**config.mk**
```make
export PLATFORM = sky130hd
export DESIGN_NAME = io_conditioner
export DESIGN_NICKNAME = d
export VERILOG_FILES = /design/src/rtl/io_conditioner.sv
export SDC_FILE = /design/constraint.sdc
export NUM_CORES = 1
export LEC_CHECK = 0
export CAP_MARGIN = 20
export CORE_UTILIZATION = 42
export DETAILED_ROUTE_END_ITERATION = 8
export PLACE_DENSITY_LB_ADDON = 0.12
export RECOVER_POWER = 50
export SLEW_MARGIN = 20
export SYNTH_ARGS = -nofsm -noshare
export SYNTH_HDL_FRONTEND = slang
export SYNTH_SLANG_ARGS = --single-unit
```
**constraint.sdc**
```tcl
create_clock -name clk -period 1.55 [get_ports clk]
set_clock_uncertainty 0.05 [all_clocks]
set_input_delay 0.31 -clock clk [delete_from_list [all_inputs] [get_ports clk]]
set_output_delay 0.31 -clock clk [all_outputs]
set_load 0.03 [all_outputs]
```
**src/rtl/io_conditioner.sv**
```systemverilog
// io_conditioner
//   Front-end conditioning for a board's slow asynchronous I/O:
//   - synchronises N_IN plain levels (UART rx/cts style, idle-high),
//   - synchronises and debounces an active-low push button,
//   - generates a power-on reset count and a registered active-low
//     system reset that a debounced button press can also assert.
//
// Ports
//   clk          in   single clock, every flop lives here
//   reset        in   asynchronous, active-high
//   ext_in       in   [N_IN]  asynchronous external levels
//   ext_btn_n    in   asynchronous button, pressed = 0
//   sync_in      out  [N_IN]  ext_in after SYNC_STAGES flops
//   btn_pressed  out  debounced button state, 1 = pressed
//   btn_pulse    out  one-cycle strobe on each accepted press
//   sys_resetn   out  registered active-low downstream reset
//   por_done     out  power-on count has expired (sticky until reset)
//
// Handshake: none. All inputs are free-running levels and all outputs
// are registered levels/strobes; there is no valid/ready protocol here.

module io_conditioner #(
  parameter int              N_IN            = 2,
  parameter int              SYNC_STAGES     = 2,
  parameter logic [N_IN-1:0] IN_RESET_VAL    = '1,
  parameter int              DEBOUNCE_CYCLES = 16,
  parameter int              POR_CYCLES      = 3
) (
  input  logic            clk,
  input  logic            reset,
  input  logic [N_IN-1:0] ext_in,
  input  logic            ext_btn_n,
  output logic [N_IN-1:0] sync_in,
  output logic            btn_pressed,
  output logic            btn_pulse,
  output logic            sys_resetn,
  output logic            por_done
);

  localparam int DW = $clog2(DEBOUNCE_CYCLES + 1);
  localparam int PW = $clog2(POR_CYCLES + 1);

  // Counter value on the cycle before it would reach DEBOUNCE_CYCLES.
  localparam logic [DW-1:0] DB_LAST  = DW'(DEBOUNCE_CYCLES - 1);
  localparam logic [PW-1:0] POR_LOAD = PW'(POR_CYCLES);
  localparam logic [PW-1:0] POR_ONE  = PW'(1);

  // ---------------------------------------------------------------
  // Level synchronisers
  // ---------------------------------------------------------------
  logic [SYNC_STAGES-1:0][N_IN-1:0] in_q;
  logic [SYNC_STAGES-1:0]           btn_q;
  logic                             btn_raw;

  always_ff @(posedge clk or posedge reset) begin
    if (reset) begin
      in_q  <= {SYNC_STAGES{IN_RESET_VAL}};
      btn_q <= '1;  // button chain rests at "released"
    end else begin
      in_q  <= {in_q[SYNC_STAGES-2:0], ext_in};
      btn_q <= {btn_q[SYNC_STAGES-2:0], ext_btn_n};
    end
  end

  assign sync_in = in_q[SYNC_STAGES-1];
  assign btn_raw = ~btn_q[SYNC_STAGES-1];

  // ---------------------------------------------------------------
  // Debouncer: a new level is accepted only after it has differed
  // from the stable level on DEBOUNCE_CYCLES consecutive edges.
  // ---------------------------------------------------------------
  logic [DW-1:0] db_cnt;
  logic          db_match;
  logic          db_accept;

  always_comb begin
    db_match  = (btn_raw == btn_pressed);
    db_accept = !db_match && (db_cnt == DB_LAST);
  end

  always_ff @(posedge clk or posedge reset) begin
    if (reset) begin
      db_cnt      <= '0;
      btn_pressed <= 1'b0;
      btn_pulse   <= 1'b0;
    end else begin
      if (db_match || db_accept) begin
        db_cnt <= '0;
      end else begin
        db_cnt <= db_cnt + 1'b1;
      end
      if (db_accept) begin
        btn_pressed <= btn_raw;
      end
      // Strobe coincides with the first cycle btn_pressed reads 1.
      btn_pulse <= db_accept & btn_raw;
    end
  end

  // ---------------------------------------------------------------
  // Power-on reset counter and system reset
  // ---------------------------------------------------------------
  logic [PW-1:0] por_cnt;
  logic          por_hold;

  always_ff @(posedge clk or posedge reset) begin
    if (reset) begin
      por_cnt    <= POR_LOAD;
      por_done   <= 1'b0;
      por_hold   <= 1'b0;
      sys_resetn <= 1'b0;
    end else begin
      if (por_cnt != '0) begin
        por_cnt <= por_cnt - 1'b1;
      end
      // Set on the 1->0 step or if already at 0; sticky until reset.
      por_done <= por_done | (por_cnt <= POR_ONE);
      // A button already held while the POR count runs would otherwise
      // let sys_resetn blip high between POR expiry and the debouncer
      // accepting the press. Remember such a press while it is held.
      por_hold <= btn_raw & (por_hold | ~por_done);
      sys_resetn <= por_done & ~btn_pressed & ~(por_hold & btn_raw);
    end
  end

endmodule

```
==> results of run 1 <==
-- power by group through the flow --
stage | Combinational [mW] | Sequential (mW) | Clock (mW)
final | 0.0449 | 0.499 | 0.217
after CTS | 0.0498 | 0.499 | 0.233
after global routing | 0.0520 | 0.501 | 0.246
after detailed placement | 0.0510 | 0.507 | 0
after floorplan | 0.0297 | 0.506 | 0
after global placement | 0.0505 | 0.507 | 0
-- synthesized netlist by cell type --
library cell and instances:
nor3b_1 2, and3_1 1, dfstp_2 8, inv_1 6, xor2_2 1, a21oi_1 2
o21bai_1 1, mux2i_1 1, nor3_1 3, nor4_2 1, or3_1 1, o211a_1 1
nand2_1 1, o21ai_0 1, dfrtp_1 10, buf_4 2, xnor2_1 2, ha_1 4
and4_1 1
-- layout make-up --
cell class / instances / area (sq um) / share of cell area (%)
clock buffer: 3 / 22.5 / 2.67
multi-input combinational: 23 / 194 / 23.0
inverter: 6 / 22.5 / 2.67
timing repair buffer: 15 / 124 / 14.7
tap: 16 / 20.0 / 2.37
sequential: 18 / 460 / 54.6
-- flip-flops by register name (all words and copies together), names as in the netlist --
register and count:
por_hold 1, por_cnt 2, sync_in 2, por_done 1, btn_pressed 1, btn_q 2
btn_pulse 1, sys_resetn 1, in_q 2, db_cnt 5
-- how the worst max path moves through the flow --
stage | start | to | slack (ns) | cells after the start
after CTS | sync_in[1] | sync_in[1] | 0.01 | 1
final | sync_in[0] | sync_in[0] | 0.04 | 1
after floorplan | db_cnt[0] | db_cnt[3] | 0.11 | 5
after global routing | db_cnt[1] | db_cnt[2] | 0.004 | 5
after detailed placement | sync_in[1] | sync_in[1] | 0.04 | 1
after global placement | sync_in[1] | sync_in[1] | 0.04 | 1
-- metal layers --
layer,wire length (microns),share of wire [%],up-vias
li1,-,-,194
met1,422,48,179
met2,431,49,8
met3,30,3.4,2
met4,4,0.45,0
met5,0,0,-
-- stage by stage --
step	area (sq um)	setup WS, ns	utilization, %
after global routing	843	0.00413	55.3
after CTS	852	0.0139	55.9
after floorplan	692	0.106	-
after detailed placement	835	0.0353	54.8
final	843	0.0395	55.3
after global placement	835	0.0429	54.8
-- cells by family after synthesis --
| group | count (synthesis) |
|---|---|
| xor gates and xnor gates | 3 |
| adders and majority gates | 4 |
| AOI/OAI and AO/OA | 5 |
| buffers and inverters | 8 |
| and+or+nand+nor | 10 |
| DFF | 18 |
| muxes | 1 |
==> reports/metrics.cfg, run 1 <==
[status]
status = complete, no violations

[worst_setup_path]
reg2reg_slack_ns = 0.06
crit_required_ns = 1.19
cpMaxStageDelayCell = dfstp_2
max_stage_delay_ns = 0.52
critPathLaunchType = register
endpoint_kind = primary output
crit_arrival_ns = 1.15
cp.buffers_inverters = 1
path_max_fanout = 1
crit_chain = clkdlybuf4s15_1
reg2reg_depth = 5
r2r-end = db_cnt[0]
cp_top_family = flip-flops
worstSetupPathType = register to primary output
reg2reg_from = db_cnt[1]

[min_path]
hold-path-cell-count = 0
hp-class = register to register
holdPathEnd = btn_q[1]
holdCritStartpoint = btn_q[0]

[placement]
portBuffers = 10
gp_congestion = 0.667
dp_hpwl_microns = 639
placed_cells = 78

[pwr]
ir_worst_vdd_v = 0.000660
clkPwrFrac_pct = 28.5
seq_power_share_pct = 65.6
report.power.total_mw = 0.761
leakage_nw = 0.367
switching_share_pct = 21.0
p_int_mw = 0.601
power.switching_mw = 0.160
power.density_nw_per_um2 = 902
pwr-share-comb_pct = 5.9

[final_layout]
drive_gt1_share_pct = 27.7
fillers = 131
final_common_cell = dfrtp_1
final_cells = 81
fin_nets = 76
num_antenna_cells = 0
layout_common_cells = 10 x dfrtp_1, 8 x dfstp_2, 6 x inv_1
syn2layout_area_growth_pct = 21.9

[clock_network]
cts_made_buffers = 3
cts_tree = yes
cts-root-buf = clkbuf_4
cts.clk_slew.worst_paths_ns = 0.09
htreeDepth = 1
cts.sinks = 18
post_cts_resized = 8
worst_skew_pair.late_latency_ns = 0.28
cts_hold_buf = 0
post_cts_buffers = 0
clock_path_buffers = 2

[grt]
busiest_layer = met2
grt_max_degree = 19
grt_use_total_pct = 12.1
grt_pass1_wl_microns = 1630
grtUsageMet2_pct = 18.8
grt_pass1_vias = 397
grt_use_met1_pct = 15.4
antenna_found_initial = 0
gr-total-overflow = 0
use_met3_pct = 2.59

[synth]
syn_nets = 58
synth_top_family_by_area = simple AND/OR/NAND/NOR gates
yosys.area_share.simple_pct = 9.76
ys_ff_latch = 18
synth_xor_area_share_pct = 4.88
synth.area.mux_share_pct = 1.45
synth_area_leaders = dfrtp_1 36%, dfstp_2 30%, ha_1 7.2%
synth_cell_types = 19
yosysTopAreaCell = dfrtp_1
synth_area_sq_um = 692
synth_compound_area_share_pct = 4.70
ys_seq_area_share_pct = 66.5
syn_area_per_cell_sq_um = 14.1
synth_top_area_share_pct = 36.2
ys_warn_count = 0
synth_cells = 49
synth_fa_ha_area_share_pct = 7.23

[route]
routed-via-count = 383
dr.pass1.iters = 2
via_per_inst = 4.73
wl_per_cell_microns = 11.0
drt.antenna.violating_nets = 0
drc_errors = 0
drt-initial-drc-count = 4
routed_wl_microns = 888

[die]
die_h_microns = 42.6
chipWidth_microns = 42.6
num_rows = 14
fp.coreArea_sq_um = 1520
die_area_sq_um = 1810
io_pins = 11
start_util_pct = 45.4

[timing]
timing.hold.ws_ns = 0.309
rsz0062_at_grt = no
setup_viol = 0
period_minus_slack_ns = 1.51
relSlewSlack_pct = 38.0
clock.fmax_mhz = 662
finalHoldViolCount = 0
worst_pin_slew_ns = 0.930
tns_ns = 0
final_max_slew_viol_count = 0
period_share_pct = 97.5

[run]
maxCapViolCount = 0

Note: power is estimated with default switching activity, not from simulation.
==> run 2, diff against run 1 <==
- CORE_MARGIN: default -> 5
- TNS_END_PERCENT: default -> 1
==> reports/metrics.cfg, run 2 (synthesis gave the netlist of run 1 again) <==
[status]
status = complete, no violations

[final_layout]
layout_common_cells = 10 x dfrtp_1, 8 x dfstp_2, 6 x inv_1
num_antenna_cells = 0
final_common_cell = dfrtp_1
drive_gt1_share_pct = 30.3
largest_register = db_cnt
largest_register_ffs = 5
syn2layout_area_growth_pct = 22.1
fillers = 140
fin_nets = 76

[timing]
worst_pin_slew_ns = 0.919
setup_viol = 0
final_max_slew_viol_count = 0
tns_ns = 0
rsz0062_at_grt = no
period_minus_slack_ns = 1.44
relSlewSlack_pct = 38.7
timing.hold.ws_ns = 0.309
finalHoldViolCount = 0
clock.fmax_mhz = 693
period_share_pct = 93.1

[route]
via_per_inst = 4.80
dr.pass1.iters = 1
drt.antenna.violating_nets = 0
routed_wl_microns = 935
drc_errors = 0
wl_per_cell_microns = 11.4
routed-via-count = 394
drt-initial-drc-count = 0

[die]
fp.coreArea_sq_um = 1540
die_h_microns = 50.6
die_area_sq_um = 2560
io_pins = 11
num_rows = 14
start_util_pct = 44.9
chipWidth_microns = 50.6

[grt]
gr-total-overflow = 0
use_met3_pct = 4.44
grt_pass1_vias = 419
busiest_layer = met2
grt_pass1_wl_microns = 1790
grt_max_degree = 19
antenna_found_initial = 0
grtUsageMet2_pct = 13.4
grt_use_met1_pct = 11.6
grt_use_total_pct = 9.57

[clock_network]
cts.clk_slew.worst_paths_ns = 0.09
cts-root-buf = clkbuf_4
cts_tree = yes
worst_skew_pair.late_latency_ns = 0.28
cts.sinks = 18
clock_path_buffers = 2
htreeDepth = 1
cts_made_buffers = 3
post_cts_buffers = 0

[worst_setup_path]
worstSetupPathType = register to primary output
endpoint_kind = primary output
max_stage_delay_ns = 0.41
crit_chain = dlygate4sd2_1
path_max_fanout = 4
crit_required_ns = 1.19
cp.buffers_inverters = 1
cpMaxStageDelayCell = dlygate4sd2_1
critPathLaunchType = register
crit_arrival_ns = 1.08
cp_top_family = buffers and inverters

[placement]
portBuffers = 10
gp_congestion = 0.695
dp_hpwl_microns = 700

[pwr]
power.density_nw_per_um2 = 918
ir_worst_vdd_v = 0.000458
leakage_nw = 0.367
report.power.total_mw = 0.775

[min_path]
hp-class = register to register

[run]
maxCapViolCount = 0

## run 2: cell count changes in the layout (fill, tap and decap cells not counted), sizes merged
cell,previous run,this run
clkbuf,5,7
clkdlybuf4s15,1,0
## run 2: layer usage
layer	vias to the layer above	wire length, microns
li1	196	-
met1	185	458
met2	9	382
met3	4	73
met4	0	20
met5	-	0
## run 2: repair_timing
action | CTS | global route
hold buffers | 0 | 0
cloned | 0 | 0
endpoints found under the setup margin | 6 | 5
resized for setup | 8 | 3
## run 2: through the flow
step / instance area, sq um / cells / worst slack (ns) / utilization [%]
CTS: 856 / 82 / 0.0170 / 55.5
finish: 845 / 82 / 0.106 / 54.8
global route: 845 / 82 / 0.0272 / 54.8
global placement: 835 / 78 / 0.0423 / 54.1
floorplan: 692 / 49 / 0.106 / -
detailed placement: 835 / 78 / 0.0373 / 54.1
## run 2: final timing paths
check,startpoint,to,slack (ns),depth (start not counted)
min reg2reg,in_q[1],sync_in[1],0.31,0
max reg2reg,db_cnt[1],db_cnt[3],0.11,5
min,in_q[1],sync_in[1],0.31,0
min in group asynchronous,reset,db_cnt[3],0.53,3
max in group asynchronous,reset,por_done,0.35,3
max,por_done,por_done,0.11,1
## run 2: area by class of cell
cell class,instances,area [sq um],share of cell area [%]
Clock buffer,4,26.3,3.11
Inverter,6,22.5,2.67
Multi-Input combinational cell,23,196,23.3
Sequential cell,18,460,54.5
Tap cell,16,20.0,2.37
Timing Repair Buffer,15,119,14.1
## run 2: power breakdown
part	total [mW]	leakage, nW	switching (mW)	internal (mW)
clock network	0.232	0.0150	0.132	0.0998
logic	0.0444	0.142	0.0244	0.0200
registers	0.499	0.210	0.00881	0.490
